### src/rtl/gray_monitor.sv
// Checks the output of an upstream 3-bit Gray counter: decodes it, pulses on legal
// increments, counts wraps and illegal transitions, and cross-checks the overflow flag.
module gray_monitor (
    input  logic       Clk,
    input  logic       Reset,
    input  logic [2:0] Gray,
    input  logic       Ovf,
    input  logic       Sync,
    input  logic       Clr,
    output logic [2:0] Bin,
    output logic       Step,
    output logic [7:0] Wraps,
    output logic       Err,
    output logic [3:0] ErrCnt,
    output logic       OvfErr,
    output logic       Locked
);

    typedef enum logic [1:0] {
        ST_IDLE  = 2'd0,
        ST_LOCK  = 2'd1,
        ST_FAULT = 2'd2
    } state_e;

    state_e      state_q, state_d;
    logic [2:0]  bin_q, bin_d;
    logic [2:0]  prev_q, prev_d;
    logic        povf_q, povf_d;
    logic        step_q, step_d;
    logic [7:0]  wraps_q, wraps_d;
    logic        err_q, err_d;
    logic [3:0]  errcnt_q, errcnt_d;
    logic        ovferr_q, ovferr_d;
    logic        wrap_seen_q, wrap_seen_d;

    logic [2:0]  cur;
    logic        is_hold;
    logic        is_inc;
    logic        is_wrap;
    logic        first_wrap;
    logic        ovf_rise;
    logic        ovf_fall;

    always_comb begin
        cur        = {Gray[2], Gray[2] ^ Gray[1], Gray[2] ^ Gray[1] ^ Gray[0]};
        is_hold    = (cur == prev_q);
        is_inc     = (prev_q != 3'd7) && (cur == prev_q + 3'd1);
        is_wrap    = (prev_q == 3'd7) && (cur == 3'd0);
        first_wrap = is_wrap && !wrap_seen_q;
        ovf_rise   = Ovf && !povf_q;
        ovf_fall   = !Ovf && povf_q;
    end

    always_comb begin
        bin_d       = cur;
        prev_d      = cur;
        povf_d      = Ovf;
        state_d     = state_q;
        step_d      = 1'b0;
        wraps_d     = wraps_q;
        err_d       = err_q;
        errcnt_d    = errcnt_q;
        ovferr_d    = ovferr_q;
        wrap_seen_d = wrap_seen_q;

        if (Clr) begin
            state_d     = ST_IDLE;
            wraps_d     = '0;
            err_d       = 1'b0;
            errcnt_d    = '0;
            ovferr_d    = 1'b0;
            wrap_seen_d = 1'b0;
        end else if (Sync) begin
            // Upstream restarted: re-acquire without judging this sample.
            state_d     = ST_IDLE;
            wrap_seen_d = 1'b0;
        end else begin
            case (state_q)
                ST_IDLE: begin
                    state_d     = ST_LOCK;
                    wrap_seen_d = 1'b0;
                end
                ST_LOCK, ST_FAULT: begin
                    if (is_hold) begin
                        step_d = 1'b0;
                    end else if (is_inc) begin
                        step_d = 1'b1;
                    end else if (is_wrap) begin
                        step_d      = 1'b1;
                        wrap_seen_d = 1'b1;
                        if (wraps_q != 8'hFF) begin
                            wraps_d = wraps_q + 8'd1;
                        end
                    end else begin
                        state_d = ST_FAULT;
                        err_d   = 1'b1;
                        if (errcnt_q != 4'hF) begin
                            errcnt_d = errcnt_q + 4'd1;
                        end
                    end
                    // Ovf must rise exactly at the first wrap after acquisition and never fall.
                    if ((ovf_rise && !first_wrap) || (first_wrap && !Ovf) || ovf_fall) begin
                        ovferr_d = 1'b1;
                    end
                end
                default: begin
                    state_d = ST_IDLE;
                end
            endcase
        end
    end

    always_ff @(posedge Clk or posedge Reset) begin
        if (Reset) begin
            state_q     <= ST_IDLE;
            bin_q       <= '0;
            prev_q      <= '0;
            povf_q      <= 1'b0;
            step_q      <= 1'b0;
            wraps_q     <= '0;
            err_q       <= 1'b0;
            errcnt_q    <= '0;
            ovferr_q    <= 1'b0;
            wrap_seen_q <= 1'b0;
        end else begin
            state_q     <= state_d;
            bin_q       <= bin_d;
            prev_q      <= prev_d;
            povf_q      <= povf_d;
            step_q      <= step_d;
            wraps_q     <= wraps_d;
            err_q       <= err_d;
            errcnt_q    <= errcnt_d;
            ovferr_q    <= ovferr_d;
            wrap_seen_q <= wrap_seen_d;
        end
    end

    assign Bin    = bin_q;
    assign Step   = step_q;
    assign Wraps  = wraps_q;
    assign Err    = err_q;
    assign ErrCnt = errcnt_q;
    assign OvfErr = ovferr_q;
    assign Locked = (state_q == ST_LOCK);

endmodule
### config.mk
export PLATFORM = sky130hd
export DESIGN_NAME = gray_monitor
export DESIGN_NICKNAME = d
export VERILOG_FILES = /design/src/rtl/gray_monitor.sv
export SDC_FILE = /design/constraint.sdc
export NUM_CORES = 1
export LEC_CHECK = 0
export CORE_MARGIN = 2
export CORE_UTILIZATION = 40
export DETAILED_ROUTE_END_ITERATION = 7
export DONT_BUFFER_PORTS = 1
export PLACE_DENSITY_LB_ADDON = 0.2
export SYNTH_ARGS = -nofsm -noshare
export SYNTH_HDL_FRONTEND = slang
export SYNTH_SLANG_ARGS = --single-unit
### constraint.sdc
create_clock -name Clk -period 6 [get_ports Clk]
set_input_delay 0.9 -clock Clk [delete_from_list [all_inputs] [get_ports Clk]]
set_output_delay 0.9 -clock Clk [all_outputs]
set_load 0.05 [all_outputs]
# Word-level counts from Yosys, hierarchy flattened
# Cells that the tools add are included.
# totals
ff_bits	22
wordCells	100
# op_classes
add_sub_neg	3
eq_ne	16
n_mux	42
n_bitwise	2
n_reduce_logical	28
# op_table
op	count
8-bit 2-to-1 mux	7
4-bit 2-to-1 mux	7
1-bit 2-to-1 mux	21
4-bit inequality test, second input constant	5
6-bit AND reduction	2
2-bit 2-to-1 mux	5
2-bit nonzero test	5
8-bit by 1-bit adder with 8-bit output, second input constant	1
8-bit inequality test, second input constant	1
1-bit logical AND	7
3-bit == test	2
2-bit inequality test, second input constant	3
3-bit AND reduction	2
5-bit AND reduction	1
4-bit by 1-bit adder with 4-bit output, second input constant	1
1-bit zero test	4
2-bit one-hot mux with 2 select lines	1
4-bit AND reduction	1
4-bit nonzero test	1
3-bit by 1-bit adder with 3-bit output, second input constant	1
3-bit == test, second input constant	1
3-bit zero test	1
3-bit inequality test, second input constant	1
2-bit by 1-bit == test with 1-bit output, second input constant	1
7 further kinds	9

# Longest topological paths before layout
# logic_depth
ltp_word	13
depth_mapped	8

# Worst setup path before layout
# OpenSTA, ideal clock, no wires.
# synth_timing
kind	input-to-reg
from	in Gray[1]
to	reg wraps_q[1], in the netlist Wraps[1]
setup_time_ps	132
arrival_time_ps	2295
slack_ps	3573
cell_stages	6
cell_sequence	buf_2 -> or4b_4 -> a31o_4 -> nor3_2 -> mux2i_1 -> nor2_1
# synth_via
elab_chain_len	6
word_cells_on_any_way	11
classes_between	4 x eq/ne; 2 x bitwise; 5 x reduce/logical
# synth_rtl
item	line	text
start, declared	6	input logic [2:0] Gray,
1-bit XOR (*)	45	cur = {Gray[2], Gray[2] ^ Gray[1], Gray[2] ^ Gray[1] ^ Gray[0]};
1-bit XOR	45	
3-bit == test / 3-bit zero test (equally long branches)	47, 48	
1-bit logical AND (on tied branches)	47, 48	
2-bit inequality test (no line) / 2-bit nonzero test (equally long branches)	--	
6-bit AND reduction (no line) (*)	--	
end signal, assigned	131	wraps_q <= wraps_d;
end, declared	30	logic [7:0] wraps_q, wraps_d;
# Mark *: on every way between the ends. The rest lies on a longest branch, timed or not.
# A chain may end at the register's enable or synchronous reset.

# Worst setup path in the final report
# layout_timing
from	reg prev_q[0]
to	reg wraps_q[1], in the netlist Wraps[1]
# layout_via
elab_chain_len	5
word_cells_on_any_way	11
classes_between	1 x add/sub; 6 x eq/ne; 4 x reduce/logical
# layout_rtl
item	line	text
start, declared	27	logic [2:0] prev_q, prev_d;
start signal, assigned	128	prev_q <= prev_d;
3-bit by 1-bit adder with 3-bit output	47	is_inc = (prev_q != 3'd7) && (cur == prev_q + 3'd1);
3-bit == test	47	
1-bit logical AND	47	
2-bit inequality test (no line)	--	
6-bit AND reduction (no line) (*)	--	
# Marks and branches as above.

==> run_results.csv <==
group,metric,value,unit
clock_network,cts-root-buf,"clkbuf_4",
setup_path,path_cells,"ha_1 -> ha_1 -> or4b_4 -> a31o_4 -> nor3_2 -> mux2i_1 -> nor2_1",
pwr,clkPwrFrac,0.229,
clock_network,postCtsHoldBufs,0,
global_route,grt_max_degree,23,
logic_synthesis,synthArstFlopShare,1.00,
setup_path,reg2reg_slack,3.41,ns
timing,slew_violations,0,
setup_path,end_kind,"register",
logic_synthesis,synth_warnings,0,
timing,whs,0.585,ns
logic_synthesis,syn_area,1310,sq um
worst_hold_path,hold_depth,1,
timing,tightest_slew,0.839,ns
timing,setup_violations,0,
worst_hold_path,min_to,"wrap_seen_q",
setup_path,rr_worst_depth,7,
clock_network,cts_tree,"built",
timing,fmax,386,MHz
logic_synthesis,synthMuxAreaShare,0.0229,
setup_path,crit_slowest_cell,"dfrtp_1",
detailed_routing,route.detailed.drc,0,
pwr,ir_drop,0.0944,mV
global_route,grt_antenna_before_repair,0,
timing,relSlewSlack,0.440,
job,drv_cap,0,
cells_and_area,drive_gt1_frac,0.145,
logic_synthesis,synth_xor_area_frac,0.106,
worst_hold_path,min_from,"wrap_seen_q",
timing,rsz0062_at_grt,"no",
setup_path,cp_max_fo,7,
floorplanning,dieWidth,61.2,um
cells_and_area,layout-area-overhead-vs-synth,4.59,%
global_route,overflow,0,
detailed_routing,avgViaCountPerCell,5.23,
setup_path,critPathMaxStageDelay,0.73,ns
logic_synthesis,yosysSeqAreaShare,0.421,
clock_network,clk_pin_slew,0.12,ns
setup_path,reg2reg_to,"Wraps[1]",
clock_network,worstSkewPairLatency,0.30,ns
logic_synthesis,avgSynthCellArea,10.5,sq um
worst_hold_path,hold_class,"register to register",
floorplanning,start_util,0.425,
clock_network,ctsResizeCount,0,
setup_path,cp_common_cell,"ha_1",
detailed_routing,dr.first_iter.drc_count,25,
setup_path,worstReg2RegStart,"prev_q[0]",
detailed_routing,drtPass1Iterations,4,
logic_synthesis,synth_cells,125,
floorplanning,boundaryPins,27,
floorplanning,coreArea,3080,sq um
floorplanning,die_h,61.2,um
clock_network,clockBufferDepth,2,
pwr,p_sw_frac,0.327,
detailed_routing,dr_wl_met3,140,um
logic_synthesis,synthesis.nets,140,
place,gp_congestion,0.744,
logic_synthesis,synth_ff_type,"dfrtp_1",
logic_synthesis,synth-seq-cells,22,
timing,hold_viol,0,
clock_network,htree_num_levels,1,
logic_synthesis,synth_edf_count,0,
clock_network,cts_setup_buffers,0,
logic_synthesis,synth-simple-area-share,0.275,
pwr,seqPwrFrac,0.593,
clock_network,numCtsBuffers,3,
logic_synthesis,synth.distinct_cells,35,
place,dp_hpwl,1.85,mm
detailed_routing,dr_wl_met2,1.16,mm
detailed_routing,wl_met1,1.15,mm
setup_path,startpoint_type,"register",
detailed_routing,antenna_left,0,
timing,period_share,0.431,
pwr,pwr_density_cell,214,nW/um^2
logic_synthesis,synth_compound_gate_area_share,0.0746,
detailed_routing,totalWireLength,2.46,mm
global_route,grt_usage,0.146,
detailed_routing,wl_per_cell,14.7,um
global_route,grt_pass1_vias,898,
place,io_buffers,0,
timing,finalSetupTns,0,ns
timing,min_period,2.59,ns
cells_and_area,antennaDiodeCount,0,
global_route,grt_pass1_wl,4.06,mm
pwr,p_switching,0.0000958,W
logic_synthesis,synthAdderAreaFrac,0.0669,
pwr,power.leakage,0.572,nW
status,status,"complete, no violations",
detailed_routing,routed.top_layer,"met4",
setup_path,path_class,"register to register",
floorplanning,num_rows,20,
cells_and_area,fin_nets,141,
clock_network,cts.sinks,22,
setup_path,cp_data_required_time,6.20,ns
timing,skew,0.00620,ns
detailed_routing,route.vias.total,879,
pwr,intPower,0.000197,W
pwr,combPwrFrac,0.178,
logic_synthesis,synth_top_family_by_area,"simple AND/OR/NAND/NOR gates",
floorplanning,die_area,3750,sq um
setup_path,cp.arrival,2.79,ns
## sequential cells by signal (all words and copies together), names as in the netlist
register	flops
Wraps	8
ErrCnt	4
prev_q	3
state_q	2
Err	1
OvfErr	1
Step	1
povf_q	1
wrap_seen_q	1
## cell usage after synthesis, drive strengths merged, types with 3 or more instances
library cell	count	area (sq um)
dfrtp	22	551
a21oi	3	15.0
nand4	3	33.8
mux2i	3	30.0
o21ai	3	15.0
nand3	9	45.0
nor4	6	83.8
ha	7	87.6
and3	6	37.5
inv	7	26.3
xnor2	14	130
buf	3	13.8
nor3	3	20.0
nor2	20	75.1
## stage by stage
| step | cells | area [sq um] | worst slack [ns] | power, W | util |
|---|---|---|---|---|---|
| 6_report | 168 | 1370 | 3.41 | 0.000293 | 0.445 |
| 5_1_grt | 168 | 1370 | 3.29 | 0.000314 | 0.445 |
| 4_1_cts | 168 | 1370 | 3.43 | 0.000298 | 0.445 |
| 3_5_place_dp | 165 | 1350 | 3.46 | 0.000230 | 0.437 |
| 3_3_place_gp | 165 | 1350 | 3.49 | 0.000228 | 0.437 |
| 2_1_floorplan | 125 | 1310 | 3.57 | 0.000223 | - |
## worst max-delay path: cells and delay by family, from the launching register on
kind | cells | cell delay [ns]
flip-flops | 1 | 0.73
AO/OA/AOI/OAI | 1 | 0.27
adder cells (fa/ha/maj) | 2 | 0.44
AND/OR/NAND/NOR | 3 | 0.80
multiplexers | 1 | 0.23
## cell families after synthesis
kind of cell	count (synthesis)
AO/OA/AOI/OAI	12
XOR/XNOR	15
adder cells (fa/ha/maj)	7
buffers and inverters	11
flip-flops	22
multiplexers	3
AND/OR/NAND/NOR	55
## area by class of cell
type | instances | area, sq um
Sequential cell | 22 | 551
Clock buffer | 3 | 22.5
Tap cell | 44 | 55.1
Multi-Input combinational cell | 92 | 714
Inverter | 7 | 26.3
Fill cell | 311 | 1710
## per-layer routing
metal / global-route usage / up-vias
met3: 0.0378 / 2
met4: 0.0373 / 0
met5: 0 / -
met2: 0.242 / 16
li1: - / 434
met1: 0.191 / 427
## power groups by stage
| stage | clock network, W | registers (W) | logic [W] |
|---|---|---|---|
| after floorplan | 0 | 0.000175 | 0.0000478 |
| after global placement | 0 | 0.000177 | 0.0000517 |
| after detailed placement | 0 | 0.000177 | 0.0000529 |
| after CTS | 0.0000708 | 0.000174 | 0.0000530 |
| after global routing | 0.0000804 | 0.000175 | 0.0000588 |
| final | 0.0000671 | 0.000174 | 0.0000523 |
## worst max-delay path by stage
stage | start | endpoint | slack [ns] | cells past startpoint
4_1_cts | prev_q[1] | Wraps[1] | 3.43 | 7
6_report | prev_q[0] | Wraps[1] | 3.41 | 7
2_1_floorplan | Gray[1] | Wraps[1] | 3.57 | 6
3_3_place_gp | prev_q[0] | Wraps[1] | 3.49 | 7
3_5_place_dp | prev_q[1] | Wraps[1] | 3.46 | 7
5_1_grt | prev_q[1] | Wraps[1] | 3.29 | 7
## cells in the final DEF, fill, tap and decap left out, types with 2 or more instances in the layout
cell type   n
xnor2_1    13
nand3_1     9
nor4_2      5
mux2i_1     3
nor2_1     20
ha_1        7
nor3_1      2
inv_1       7
clkbuf_4    3
o21ai_0     3
nand4_1     2
dfrtp_1    22
and3_1      6
a21oi_1     3
Note: power is estimated with default switching activity, not from simulation.
